===== src/rtl/grn_pkg.sv =====
`default_nettype none
// +-----------------------------------------------------------------------+
// | Package  : grn_pkg                                                    |
// | Purpose  : Shared constants and helpers for the GRN node LUT block.   |
// |            Holds default geometry, a constant clog2 and the helper    |
// |            that locates copy c's slice inside the packed input bus.   |
// | Revision : 1.0  initial release                                       |
// +-----------------------------------------------------------------------+
package grn_pkg;

  localparam int DEF_NUM_IN   = 5;
  localparam int DEF_NUM_COPY = 2;
  localparam int DEF_DIV_W    = 4;

  // Ceiling log2 for elaboration-time sizing (returns 0 for v <= 1).
  function automatic int clog2(input int v);
    int r;
    r = 0;
    while ((1 << r) < v) r = r + 1;
    return r;
  endfunction

  // Copy c owns in_s[in_base(c, n) +: n]; bit i of that slice is LUT address bit i.
  function automatic int in_base(input int c, input int n);
    return c * n;
  endfunction

endpackage
`default_nettype wire


===== src/rtl/grn_copy_ctrl.sv =====
`default_nettype none
// +-----------------------------------------------------------------------+
// | Module   : grn_copy_ctrl                                              |
// | Purpose  : One state copy of a GRN node: state bit, update-divisor    |
// |            register, phase counter and state-change pulse.           |
// | Ports    : clk, rst_n      clock / sync active-low reset              |
// |            reset_nos_i     load init_i, clear phase                   |
// |            init_i          initial state for reset_nos_i              |
// |            start_i         evaluation strobe                          |
// |            lut_val_i       LUT output for this copy's input vector    |
// |            div_we_i        divisor write (already decoded per copy)   |
// |            div_val_i       divisor value                              |
// |            s_o             registered state                           |
// |            changed_o       one-cycle pulse on a toggling update       |
// | Revision : 1.0  initial release                                       |
// +-----------------------------------------------------------------------+
module grn_copy_ctrl
  import grn_pkg::*;
#(
  parameter int DIV_W = DEF_DIV_W
) (
  input  logic             clk,
  input  logic             rst_n,
  input  logic             reset_nos_i,
  input  logic             init_i,
  input  logic             start_i,
  input  logic             lut_val_i,
  input  logic             div_we_i,
  input  logic [DIV_W-1:0] div_val_i,
  output logic             s_o,
  output logic             changed_o
);

  logic             s_q, s_d;
  logic             changed_q, changed_d;
  logic [DIV_W-1:0] phase_q, phase_d;
  logic [DIV_W-1:0] div_q, div_d;

  always_comb begin
    s_d       = s_q;
    phase_d   = phase_q;
    changed_d = 1'b0;
    // A divisor write never touches the phase; an update in the same
    // cycle reloads from div_q, i.e. the old divisor.
    div_d     = div_we_i ? div_val_i : div_q;

    if (reset_nos_i) begin
      s_d     = init_i;
      phase_d = '0;
    end else if (start_i) begin
      if (phase_q == '0) begin
        s_d       = lut_val_i;
        phase_d   = div_q;
        changed_d = (lut_val_i != s_q);
      end else begin
        phase_d = phase_q - DIV_W'(1);
      end
    end
  end

  always_ff @(posedge clk) begin
    if (!rst_n) begin
      s_q       <= 1'b0;
      changed_q <= 1'b0;
      phase_q   <= '0;
      div_q     <= '0;
    end else begin
      s_q       <= s_d;
      changed_q <= changed_d;
      phase_q   <= phase_d;
      div_q     <= div_d;
    end
  end

  assign s_o       = s_q;
  assign changed_o = changed_q;

endmodule
`default_nettype wire


===== src/rtl/grn_node_lut.sv =====
`default_nettype none
// +-----------------------------------------------------------------------+
// | Module   : grn_node_lut                                               |
// | Purpose  : Gene-regulatory-network node with NUM_COPY independent     |
// |            state copies, each updated from a shared runtime-          |
// |            programmable 2^NUM_IN-bit truth table.                     |
// | Ports    : clk, rst_n          clock / sync active-low reset          |
// |            reset_nos_i         load init_state_i, restart phases      |
// |            init_state_i        per-copy initial state                 |
// |            start_s_i           per-copy evaluation strobe             |
// |            in_s_i              packed per-copy input vectors          |
// |            cfg_we_i/addr/data  LUT bit write port                     |
// |            div_we_i/sel/val    per-copy divisor write port            |
// |            s_o                 registered state per copy              |
// |            changed_o           per-copy state-change pulse            |
// | Revision : 1.0  initial release                                       |
// +-----------------------------------------------------------------------+
module grn_node_lut
  import grn_pkg::*;
#(
  parameter int NUM_IN   = DEF_NUM_IN,
  parameter int NUM_COPY = DEF_NUM_COPY,
  parameter int DIV_W    = DEF_DIV_W,
  parameter int SEL_W    = 1
) (
  input  logic                       clk,
  input  logic                       rst_n,
  input  logic                       reset_nos_i,
  input  logic [NUM_COPY-1:0]        init_state_i,
  input  logic [NUM_COPY-1:0]        start_s_i,
  input  logic [NUM_COPY*NUM_IN-1:0] in_s_i,
  input  logic                       cfg_we_i,
  input  logic [NUM_IN-1:0]          cfg_addr_i,
  input  logic                       cfg_data_i,
  input  logic                       div_we_i,
  input  logic [SEL_W-1:0]           div_sel_i,
  input  logic [DIV_W-1:0]           div_val_i,
  output logic [NUM_COPY-1:0]        s_o,
  output logic [NUM_COPY-1:0]        changed_o
);

  localparam int LUT_DEPTH = 1 << NUM_IN;

  // Shared truth table; all copies read it combinationally, so a write in
  // the same cycle as an evaluation is only seen from the next cycle on.
  logic [LUT_DEPTH-1:0] lut_q, lut_d;

  always_comb begin
    lut_d = lut_q;
    if (cfg_we_i) lut_d[cfg_addr_i] = cfg_data_i;
  end

  always_ff @(posedge clk) begin
    if (!rst_n) lut_q <= '0;
    else        lut_q <= lut_d;
  end

  genvar c;
  generate
    for (c = 0; c < NUM_COPY; c = c + 1) begin : g_copy
      logic lut_bit;
      logic copy_div_we;

      assign lut_bit     = lut_q[in_s_i[in_base(c, NUM_IN) +: NUM_IN]];
      // Out-of-range selects match no copy and are dropped.
      assign copy_div_we = div_we_i && (div_sel_i == SEL_W'(c));

      grn_copy_ctrl #(
        .DIV_W (DIV_W)
      ) u_copy (
        .clk         (clk),
        .rst_n       (rst_n),
        .reset_nos_i (reset_nos_i),
        .init_i      (init_state_i[c]),
        .start_i     (start_s_i[c]),
        .lut_val_i   (lut_bit),
        .div_we_i    (copy_div_we),
        .div_val_i   (div_val_i),
        .s_o         (s_o[c]),
        .changed_o   (changed_o[c])
      );
    end
  endgenerate

endmodule
`default_nettype wire


===== config.mk =====
export PLATFORM = sky130hd
export DESIGN_NAME = grn_node_lut
export DESIGN_NICKNAME = d
export VERILOG_FILES = /design/src/rtl/grn_pkg.sv /design/src/rtl/grn_copy_ctrl.sv /design/src/rtl/grn_node_lut.sv
export SDC_FILE = /design/constraint.sdc
export NUM_CORES = 1
export LEC_CHECK = 0
export ABC_CLOCK_PERIOD_IN_PS = 1810
export CORE_ASPECT_RATIO = 0.5
export CORE_UTILIZATION = 56
export DETAILED_ROUTE_END_ITERATION = 10
export PLACE_DENSITY = 0.85
export RECOVER_POWER = 100
export SYNTH_ARGS = -nofsm -noshare
export SYNTH_HDL_FRONTEND = slang
export SYNTH_SLANG_ARGS = --single-unit

===== constraint.sdc =====
create_clock -name clk -period 1.81 [get_ports clk]
set_clock_uncertainty 0.1 [all_clocks]
set_input_delay 0.362 -clock clk [delete_from_list [all_inputs] [get_ports clk]]
set_output_delay 0.362 -clock clk [all_outputs]
set_load 0.01 [all_outputs]

==> Word-level counts from Yosys, hierarchy flattened <==
Index checks and enable logic that the tools add are counted.
{ "op_classes": {"add_sub_neg": 2, "magnitude_cmp": 4, "n_eq_ne": 2, "n_mux": 15, "n_bitwise": 6, "n_reduce_logical": 14} }
{ "ops": {"columns": ["cell", "n"], "rows": [
  ["$bwmux 32", 1],
  ["$lt 5x6->1 const B", 3],
  ["$bmux 1 s5", 2],
  ["$mux 1", 9],
  ["$logic_not 4->1", 2],
  ["$mux 4", 2],
  ["$reduce_bool 2->1", 4],
  ["$reduce_or 4->1", 2],
  ["$sub 4x1->4 const B", 2],
  ["$not 1->1", 6],
  ["$demux 1 s5", 1],
  ["$ge 5x1->1 const B", 1],
  ["$reduce_and 2->1", 2],
  ["$logic_and 1x1->1", 3],
  ["$ne 1x1->1", 2],
  ["$reduce_or 2->1", 1]
]} }
{ "totals": {"reg_bits": 52, "out_inout_bits": 4, "elab_cells": 52} }

==> Logic depth before layout (Yosys ltp) <==
Gate-level depths: netlist (run 1).
{ "depth": {"word_depth": 5, "ltp_mapped": 8} }

==> Hierarchy <==
A second synthesis (run 1) with hierarchy kept.
{ "unflattened": {"hier_cells": 368, "area_unflattened_um2": 3148.0} }
{ "by_module_without_submodules": {"columns": ["mod", "n_inst", "cells_each", "area_per_inst_um2", "seq_area_each_um2"], "rows": [
  ["grn_node_lut", 1, 266, 2144.6, 640.6],
  ["grn_copy_ctrl", 2, 51, 501.7, 200.2]
]} }

==> Worst setup path after synthesis (run 1) <==
Ideal clock, no wire load.
{ "synth_path": {"kind": "input to register", "startpoint": "in in_s_i[6]", "endpoint": "reg g_copy[1].u_copy.changed_q", "setup_ns": 0.087, "arrival_time_ns": 1.446, "slack_ns": 0.177, "cell_stages": 8, "cell_sequence": "buf_6 > buf_12 > mux2i_1 > a22oi_1 > nand3_2 > nand2_2 > o31a_1 > nor4b_2"} }
{ "synth_via": {"elab_chain_len": 3} }
{ "synth_lines": {"columns": ["element", "line", "rtl"], "rows": [
  ["from (decl)", "grn_node_lut.sv:31", "input logic [NUM_COPY*NUM_IN-1:0] in_s_i,"],
  ["$bmux 1 s5", "grn_node_lut.sv:64", "assign lut_bit = lut_q[in_s_i[in_base(c, NUM_IN) +: NUM_IN]];"],
  ["$mux 1 (implied by the code)", "grn_node_lut.sv:64", null],
  ["$ne 1x1->1", "grn_copy_ctrl.sv:54", "changed_d = (lut_val_i != s_q);"],
  ["to (signal assigned)", "grn_copy_ctrl.sv:69", "changed_q <= changed_d;"],
  ["to (decl)", "grn_copy_ctrl.sv:35", "logic changed_q, changed_d;"]
]} }
No other way between the ends. The select of a mux whose other input is x is not followed.
A chain may end at the register's enable or synchronous reset.

==> Worst setup path in the final report (run 1) <==
{ "layout_path": {"startpoint": "in in_s_i[8]", "endpoint": "reg g_copy[1].u_copy.s_q"} }
{ "layout_via": {"elab_chain_len": 5} }
{ "layout_lines": {"columns": ["element", "line", "rtl"], "rows": [
  ["$bmux 1 s5", "grn_node_lut.sv:64", null],
  ["$mux 1 (implied by the code)", "grn_node_lut.sv:64", null],
  ["$mux 1", "grn_copy_ctrl.sv:51", "if (phase_q == '0) begin"],
  ["$mux 1", "grn_copy_ctrl.sv:50", "end else if (start_i) begin"],
  ["$mux 1", "grn_copy_ctrl.sv:47", "if (reset_nos_i) begin"],
  ["to (signal assigned)", "grn_copy_ctrl.sv:63", "s_q <= 1'b0;"],
  ["to (signal assigned)", "grn_copy_ctrl.sv:68", "s_q <= s_d;"],
  ["to (decl)", "grn_copy_ctrl.sv:34", "logic s_q, s_d;"]
]} }
No other way between the ends. The select of a mux whose other input is x is not followed.

==> results of run 1 <==
==> layer usage <==
metal / part of all wire / up-vias / global-route usage
li1: - / 1446 / -
met1: 0.43 / 1444 / 0.349
met2: 0.47 / 159 / 0.534
met3: 0.074 / 32 / 0.0571
met4: 0.026 / 0 / 0.123
met5: 0 / - / 0.0268
==> flip-flops by register name, summed over array words and instances, names as in the netlist <==
name                     cells
g_copy.u_copy.changed_o      2
g_copy.u_copy.div_q          8
g_copy.u_copy.phase_q        8
g_copy.u_copy.s_o            2
lut_q                       32
==> area by class of cell <==
class | instances | area, sq um
timing repair buffer | 63 | 622
multi-input combinational | 304 | 1920
clock buffer | 6 | 82.6
tap | 70 | 87.6
clock inverter | 2 | 38.8
fill | 349 | 1300
inverter | 5 | 18.8
sequential | 52 | 1040
==> layout by cell type, fill, tap and decap left out, types with 3 or more instances in the layout <==
cell type	count
a21oi_1	12
a211oi_1	5
clkbuf_8	6
nand3b_1	5
a21boi_0	34
inv_1	5
clkbuf_1	5
buf_4	18
o21ai_0	20
nand3_1	24
dfxtp_1	51
buf_12	3
dlygate4sd3_1	5
nor2b_1	8
nand2_1	68
nor2_1	28
o31ai_1	3
a22oi_1	8
nor3b_1	4
clkbuf_2	3
nor3_1	8
nand2b_1	6
dlymetal6s2s_1	4
clkdlybuf4s50_1	22
mux2i_1	33
mux2i_2	7
==> worst max path at each step <==
stage | start | end | slack [ps] | cells after the start
2_1_floorplan | in_s_i[6] | g_copy[1].u_copy.changed_o | 180 | 8
3_5_place_dp | in_s_i[1] | g_copy[0].u_copy.changed_o | -440 | 8
5_1_grt | in_s_i[8] | g_copy[1].u_copy.s_o | -20 | 7
3_3_place_gp | in_s_i[6] | g_copy[1].u_copy.changed_o | -370 | 8
4_1_cts | in_s_i[0] | g_copy[0].u_copy.changed_o | 10 | 7
6_report | in_s_i[8] | g_copy[1].u_copy.s_o | 40 | 7
==> worst max-delay path, cell delays in order <==
cell	delay (ps)
clkdlybuf4s50_1	540
or2b_1	280
a21oi_1	170
nand3_2	100
nand2_2	120
nor3_1	50
a311oi_1	260
==> Yosys cell counts (6+ instances only) <==
cell and count:
nor3_1 8, nand2b_1 6, nor2b_1 10, nand3_1 24, nor2_1 30, mux2i_1 40
a22oi_1 8, a21oi_1 13, a21boi_0 34, clkbuf_1 16, o21ai_0 20, nand2_1 68
dfxtp_1 52
==> power by group through the flow <==
stage	Sequential, uW	Combinational, uW	Clock, uW
final	1190	456	854
after global routing	1190	484	902
after floorplan	1210	250	0
after global placement	1210	397	0
after detailed placement	1210	415	0
after CTS	1190	441	852
==> what timing repair did <==
action                     in CTS  in global routing
setup endpoints to repair       4                  4
pin swaps                       0                  3
setup buffers                   1                  0
gates resized for setup         8                 22
cloned                          2                  0
==> cell families (layout without fill, tap and decap cells) <==
group,after synthesis,count (layout),synth area share
simple gates,175,175,0.282
compound gates,86,86,0.184
flops,52,52,0.338
mux,40,40,0.130
buf+inv,29,76,0.0541
fa+ha+maj,2,2,0.00814
xor+xnor,1,1,0.00285
==> through the flow <==
| step | utilization | instances |
|---|---|---|
| 2_1_floorplan | - | 385 |
| 3_3_place_gp | 0.701 | 491 |
| 3_5_place_dp | 0.701 | 491 |
| 4_1_cts | 0.743 | 502 |
| 5_1_grt | 0.746 | 502 |
| 6_report | 0.746 | 502 |
==> results.json, run 1 <==
{
  "grt_pass1_vias": 2720,
  "syn_inst": 385,
  "total_power_uw": 2500,
  "clk_latency_ps": 310,
  "fmax_mhz": 565,
  "intPower_uw": 1850,
  "n_antenna_cell": 0,
  "hold_start": "g_copy[1].u_copy.div_q[1]",
  "gp_congestion": 0.883,
  "hold-worst-slack_ps": 384,
  "r2r_slack_ps": 150,
  "cts.htree.levels": 2,
  "post-route-cell-area_sq_mm": 0.00381,
  "share_seq_of_total_power": 0.476,
  "fin_crit_ps": 1770,
  "dieArea_sq_mm": 0.00581,
  "synth.avg_cell_area_sq_um": 7.99,
  "min_path_cells": 2,
  "drt_iter0_markers": 277,
  "holdBufCountCts": 0,
  "critPathMaxFanout": 4,
  "grt_max_degree": 33,
  "drive_above_1_share": 0.141,
  "synthTopCellsByArea": "dfxtp_1 (34%), mux2i_1 (13%), a21boi_0 (8.3%)",
  "gr-usage-all-layers": 0.293,
  "totalWireLength_mm": 8.73,
  "tightest_slew_ps": 350,
  "synth_edf_count": 0,
  "rsz0062_at_grt": "true",
  "fin_ws_ps": 40.9,
  "reg2reg_depth": 6,
  "max_cap_violations": 0,
  "ys.flop_type": "dfxtp_1",
  "clockBufferDepth": 2,
  "viasPerCell": 6.14,
  "place_hpwl_mm": 5.81,
  "slew_violations": 0,
  "dpl-instance-area_sq_mm": 0.00359,
  "portBuffers": 33,
  "p_switching_uw": 651,
  "hold_end": "g_copy[1].u_copy.div_q[1]",
  "max-slew-margin-rel": 0.766,
  "p_per_area_mw_per_mm2": 656,
  "drtPass1Iterations": 5,
  "worstSetupPathType": "in2reg",
  "die_w_microns": 107,
  "path_clk_slew_ps": 100,
  "netlist_area_sq_mm": 0.00308,
  "grt.overflow.total": 0,
  "die_h_microns": 54.4,
  "antenna_found_initial": 0,
  "cts_buffers": 5,
  "synth_top_area_share": 0.338,
  "num-nets-final": 463,
  "ys_async_sr_fraction": 0,
  "hold_path.class": "reg2reg",
  "reg2reg_from": "g_copy[1].u_copy.phase_q[0]",
  "coreArea_sq_mm": 0.00511,
  "seq_area_frac_synth": 0.338,
  "synthToLayoutAreaGrowth_pct": 24.0,
  "worstPathRequired_ps": 1930,
  "reg2reg_to": "g_copy[1].u_copy.s_o",
  "combPwrFrac": 0.182,
  "cts_tree": "done",
  "yosysTopAreaCell": "dfxtp_1",
  "p_leak_uw": 0.00142,
  "antenna_left": 0,
  "cp-start-kind": "primary input",
  "setup_viol": 0,
  "vias": 3081,
  "clock_sinks": 52,
  "hold_viol": 0,
  "power.share.switching": 0.260,
  "status": "completed",
  "root_buffer": "clkbuf_8",
  "wl_per_cell_microns": 17.4,
  "clkPwrFrac": 0.342,
  "post-place-ws_ps": -441,
  "syn-num-nets": 417,
  "vdd_drop_max_v": 0.000336,
  "ys_types": 43,
  "yosys_warnings": 0,
  "initial_core_util": 0.602,
  "cp_data_arrival_time_ps": 1890,
  "ys_ff_latch": 52,
  "finalSetupTns_ps": 0,
  "drc": 0,
  "crit_path_end_kind": "flop",
  "grt_first_pass_wirelength_mm": 12.9,
  "pin_count": 34,
  "rows": 18,
  "fin_crit_sh": 0.977
}
(Power assumes the default switching activity.)
==> inputs of run 2 (changes only) <==
Settings changed: ABC_CLOCK_PERIOD_IN_PS 1810 to 2200, CORE_UTILIZATION 56 to 61, CTS_BUF_LIST from default to sky130_fd_sc_hd__clkbuf_16, PLACE_DENSITY 0.85 to 0.91.
Clock period 1.81 ns to 2.2 ns, I/O delays scaled along.
==> run 2 against run 1 <==
  * Non-clock buffer count fell by 17
  * Largest cell class unchanged
  * Core utilization is 3.6 points higher
  * Clock-buffer cell count fell by 1
  * First-iteration DRC count shrank 3.2%
==> results.json, run 2 (synthesized netlist as in run 1, its figures left out) <==
{
  "status": "completed",
  "initial_core_util": 0.666,
  "synthToLayoutAreaGrowth_pct": 17.4,
  "worstPathRequired_ps": 2300,
  "clock_sinks": 52,
  "finalSetupTns_ps": 0,
  "finalNonFillerCells": 481,
  "antenna_left": 0,
  "drive_above_1_share": 0.0699,
  "holdBufCountCts": 0,
  "tightest_slew_ps": 492,
  "drt-met1-wl_mm": 3.33,
  "root_buffer": "clkbuf_16",
  "vdd_drop_max_v": 0.000356,
  "totalWireLength_mm": 7.60,
  "post-route-cell-area_sq_mm": 0.00361,
  "placed_cells": 473,
  "viasPerCell": 6.02,
  "worstSetupPathType": "in2reg",
  "cp_data_arrival_time_ps": 2220,
  "die_h_microns": 52.2,
  "grt.overflow.total": 0,
  "dpl-instance-area_sq_mm": 0.00346,
  "critPathLaunch": "in_s_i[6]",
  "drt_iter0_markers": 268,
  "p_per_area_mw_per_mm2": 602,
  "biggestRegsByFlops": "lut_q: 32 flops, g_copy.u_copy.div_q: 8 flops, g_copy.u_copy.phase_q: 8 flops",
  "fmax_mhz": 471,
  "place_hpwl_mm": 5.64,
  "gp_congestion": 0.884,
  "dieArea_sq_mm": 0.00535,
  "critPathMaxFanout": 16,
  "coreArea_sq_mm": 0.00462,
  "fin_crit_ps": 2120,
  "reg2reg_from": "g_copy[1].u_copy.phase_q[0]",
  "rows": 17,
  "portBuffers": 33,
  "setup_viol": 0,
  "multiInputGateArea_sq_mm": 0.00187,
  "nFillCells": 316,
  "post_cts_buffers": 0,
  "path_clk_slew_ps": 60,
  "hold_path.class": "reg2reg",
  "max_cap_violations": 0,
  "grt_pass1_vias": 2694,
  "crit_path_end_kind": "flop",
  "n_antenna_cell": 0,
  "cts_tree": "done",
  "num-nets-final": 446,
  "antenna_found_initial": 0,
  "post_cts_resized": 0,
  "p_leak_uw": 0.00131,
  "final_cell_mix": "nand2_1 (68), dfxtp_1 (52), mux2i_1 (40)",
  "hold_start": "g_copy[1].u_copy.div_q[2]",
  "clockBufferDepth": 2,
  "max-slew-margin-rel": 0.667,
  "fin_ws_ps": 76.2,
  "final_common_cell": "nand2_1",
  "vias": 2895,
  "clk_latency_ps": 290,
  "grt_max_degree": 33,
  "drtPass1Iterations": 5,
  "wl_met3_microns": 516,
  "wl_per_cell_microns": 15.8,
  "pin_count": 34,
  "top_layer_used": "met4",
  "gr-usage-all-layers": 0.307,
  "cts_buffers": 5,
  "top_register": "lut_q",
  "largest_register_ffs": 32,
  "wl_met2_mm": 3.62,
  "post-place-ws_ps": -153,
  "cts.htree.levels": 2,
  "rsz0062_at_grt": "false",
  "grt_first_pass_wirelength_mm": 12.5,
  "fin_crit_sh": 0.965,
  "drc": 0,
  "die_w_microns": 102,
  "cp-start-kind": "primary input",
  "seq_area_sq_mm": 0.00104,
  "slew_violations": 0,
  "hold_viol": 0
}
-- run 2: changes by cell type in the layout (fill, tap and decap cells not counted), moves of 5 or more --
| cell | delta |
|---|---|
| clkbuf_8 | -6 |
| buf_4 | -9 |
| clkbuf_16 | +5 |
| mux2i_1 | +7 |
| mux2i_2 | -7 |
-- run 2: where the power goes --
| group | switching [uW] | internal (uW) |
|---|---|---|
| clock | 346 | 531 |
| combinational | 170 | 150 |
| sequential | 16.7 | 961 |
-- run 2: layer usage --
layer	vias to the layer above	GRT usage
met2	117	0.545
met3	18	0.0480
met5	-	0
li1	1414	-
met4	0	0.0952
met1	1346	0.388
-- run 2: metrics by stage --
step	power, uW	utilization	hold WS [ps]
2_1_floorplan	1200	-	344
3_3_place_gp	1310	0.750	363
3_5_place_dp	1320	0.750	368
4_1_cts	2180	0.786	382
5_1_grt	2250	0.782	398
6_report	2170	0.782	378
-- run 2: worst paths after layout --
path | end | slack (ps) | cells after the start
worst max-delay path | g_copy[1].u_copy.changed_o | 80 | 8
worst min-delay path | g_copy[1].u_copy.div_q[2] | 380 | 2
worst max register to register | g_copy[1].u_copy.s_o | 560 | 5
worst min register to register | g_copy[1].u_copy.div_q[2] | 380 | 2
-- run 2: layout make-up --
class                           count  share of cell area
Clock inverter                      3              0.0107
Clock buffer                        5              0.0347
Inverter                            5             0.00520
Sequential cell                    52               0.288
Multi-Input combinational cell    304               0.517
Tap cell                           66              0.0229
Timing Repair Buffer               46               0.121
-- run 2: worst max-delay path: stages --
cell,delay [ps]
clkdlybuf4s50_1,470
buf_6,220
mux2i_1,290
a22oi_1,140
nand3_2,110
nand2_2,80
o31a_1,260
nor4b_2,210
==> inputs of run 3 (changes only) <==
Settings changed: GPL_ROUTABILITY_DRIVEN from default to 0, SLEW_MARGIN from default to 20.
==> run 3 against run 2 <==
  * Combinational power about the same
  * Critical path depth unchanged
  * Fmax is 3.7% higher
  * Register-to-register slack got worse by 210 ps
  * Critical path type unchanged
==> results.json, run 3 (synthesized netlist as in run 1, its figures left out) <==
{
  "placed_cells": 468,
  "post_cts_buffers": 0,
  "reg2reg_depth": 5,
  "reg2reg_from": "g_copy[1].u_copy.phase_q[0]",
  "grt_pass1_vias": 2707,
  "pin_count": 34,
  "cts_tree": "done",
  "seq_area_sq_mm": 0.00104,
  "die_h_microns": 52.2,
  "drt_iter0_markers": 279,
  "path_clk_slew_ps": 60,
  "rows": 17,
  "critPathLaunch": "in_s_i[6]",
  "final_cell_mix": "nand2_1 (68), dfxtp_1 (52), mux2i_1 (40)",
  "fmax_mhz": 488,
  "die_w_microns": 102,
  "totalWireLength_mm": 7.74,
  "multiInputGateArea_sq_mm": 0.00187,
  "crit_path_end_kind": "flop",
  "largest_register_ffs": 32,
  "path_delay_family": "buffers and inverters",
  "tightest_slew_ps": 607,
  "holdBufCountCts": 0,
  "gr-usage-all-layers": 0.311,
  "nFillCells": 316,
  "intPower_uw": 1520,
  "p_per_area_mw_per_mm2": 571,
  "clk_latency_ps": 290,
  "r2r_slack_ps": 350,
  "hold_viol": 0,
  "p_leak_uw": 0.00128,
  "fin_crit_ps": 2050,
  "max_cap_violations": 0,
  "drtPass1Iterations": 6,
  "n_antenna_cell": 0,
  "hold_start": "g_copy[1].u_copy.div_q[2]",
  "fin_crit_sh": 0.931,
  "setup_viol": 0,
  "path_depth": 8,
  "drc": 0,
  "worstSetupPathType": "in2reg",
  "drive_above_1_share": 0.0585,
  "combPwrFrac": 0.157,
  "slowest_stage": "clkdlybuf4s50_1",
  "coreArea_sq_mm": 0.00462,
  "cts.htree.levels": 2,
  "clockBufferDepth": 2,
  "biggestRegsByFlops": "lut_q: 32 flops, g_copy.u_copy.div_q: 8 flops, g_copy.u_copy.phase_q: 8 flops",
  "antenna_found_initial": 0,
  "finalNonFillerCells": 476,
  "total_power_uw": 2030,
  "final_common_cell": "nand2_1",
  "vias": 2941,
  "synthToLayoutAreaGrowth_pct": 15.5,
  "grt_max_degree": 33,
  "root_buffer": "clkbuf_16",
  "worstPathCellList": "clkdlybuf4s50_1, buf_6, mux2i_1, a22oi_1, nand4_1, a21oi_1, o31a_1, nor4b_2",
  "status": "completed",
  "dieArea_sq_mm": 0.00535,
  "cts_buffers": 5,
  "clock_sinks": 52,
  "cp-start-kind": "primary input",
  "slowest_delay_ps": 480,
  "p_switching_uw": 510,
  "cp_num_buf_inv": 2,
  "power.share.switching": 0.251,
  "initial_core_util": 0.666,
  "grt_first_pass_wirelength_mm": 12.7,
  "slew_violations": 0,
  "min_path_cells": 2,
  "max-slew-margin-rel": 0.590,
  "critPathMaxFanout": 16,
  "antenna_left": 0,
  "portBuffers": 33,
  "wl_per_cell_microns": 16.3,
  "clkPwrFrac": 0.361,
  "grt.overflow.total": 0,
  "worstPathRequired_ps": 2300,
  "vdd_drop_max_v": 0.000324,
  "viasPerCell": 6.18,
  "place_hpwl_mm": 5.46,
  "top_register": "lut_q",
  "share_seq_of_total_power": 0.482,
  "hold_path.class": "reg2reg",
  "cp_data_arrival_time_ps": 2150,
  "post_cts_resized": 0,
  "final_util": 0.769,
  "num-nets-final": 441,
  "rsz0062_at_grt": "false"
}
-- run 3: cell count changes in the layout (fill, tap and decap cells not counted), sizes merged --
cell / delta
buf: -4
bufinv: -1
clkbuf: -1
inv: +1
-- run 3: layout make-up --
cell class / instances / share of cell area
Clock buffer: 5 / 0.0352
Clock inverter: 3 / 0.00317
Inverter: 5 / 0.00529
Multi-Input combinational cell: 304 / 0.526
Sequential cell: 52 / 0.293
Tap cell: 66 / 0.0233
Timing Repair Buffer: 41 / 0.114
-- run 3: metal layers --
layer | part of all wire | global-route usage
met5 | 0 | 0
met1 | 0.43 | 0.392
met3 | 0.069 | 0.0640
met2 | 0.47 | 0.523
met4 | 0.029 | 0.136
-- run 3: through the flow --
stage	area [sq um]	hold slack [ps]	setup slack, ps	TNS [ps]
2_1_floorplan	3080	344	489	0
3_3_place_gp	3430	365	-43.7	-43.7
3_5_place_dp	3430	369	-109	-233
4_1_cts	3560	378	179	0
5_1_grt	3550	409	30.6	0
6_report	3550	380	152	0
-- run 3: path summary, 6_finish.rpt --
path	endpoint
worst min-delay path	g_copy[1].u_copy.div_q[2]
worst min register to register	g_copy[1].u_copy.div_q[2]
worst max-delay path	g_copy[1].u_copy.changed_o
worst max register to register	g_copy[1].u_copy.s_o
-- run 3: tightest hold or removal path, cell delays in order (launching register included) --
cell	delay, ps
dfxtp_1	320
nand2_1	50
a21boi_0	70
-- run 3: power groups by stage --
stage | Combinational (uW) | Clock, uW | Sequential, uW
floorplan | 205 | 0 | 993
global placement | 299 | 0 | 998
detailed placement | 313 | 0 | 998
CTS | 318 | 731 | 978
global route | 344 | 767 | 980
finish | 318 | 732 | 978
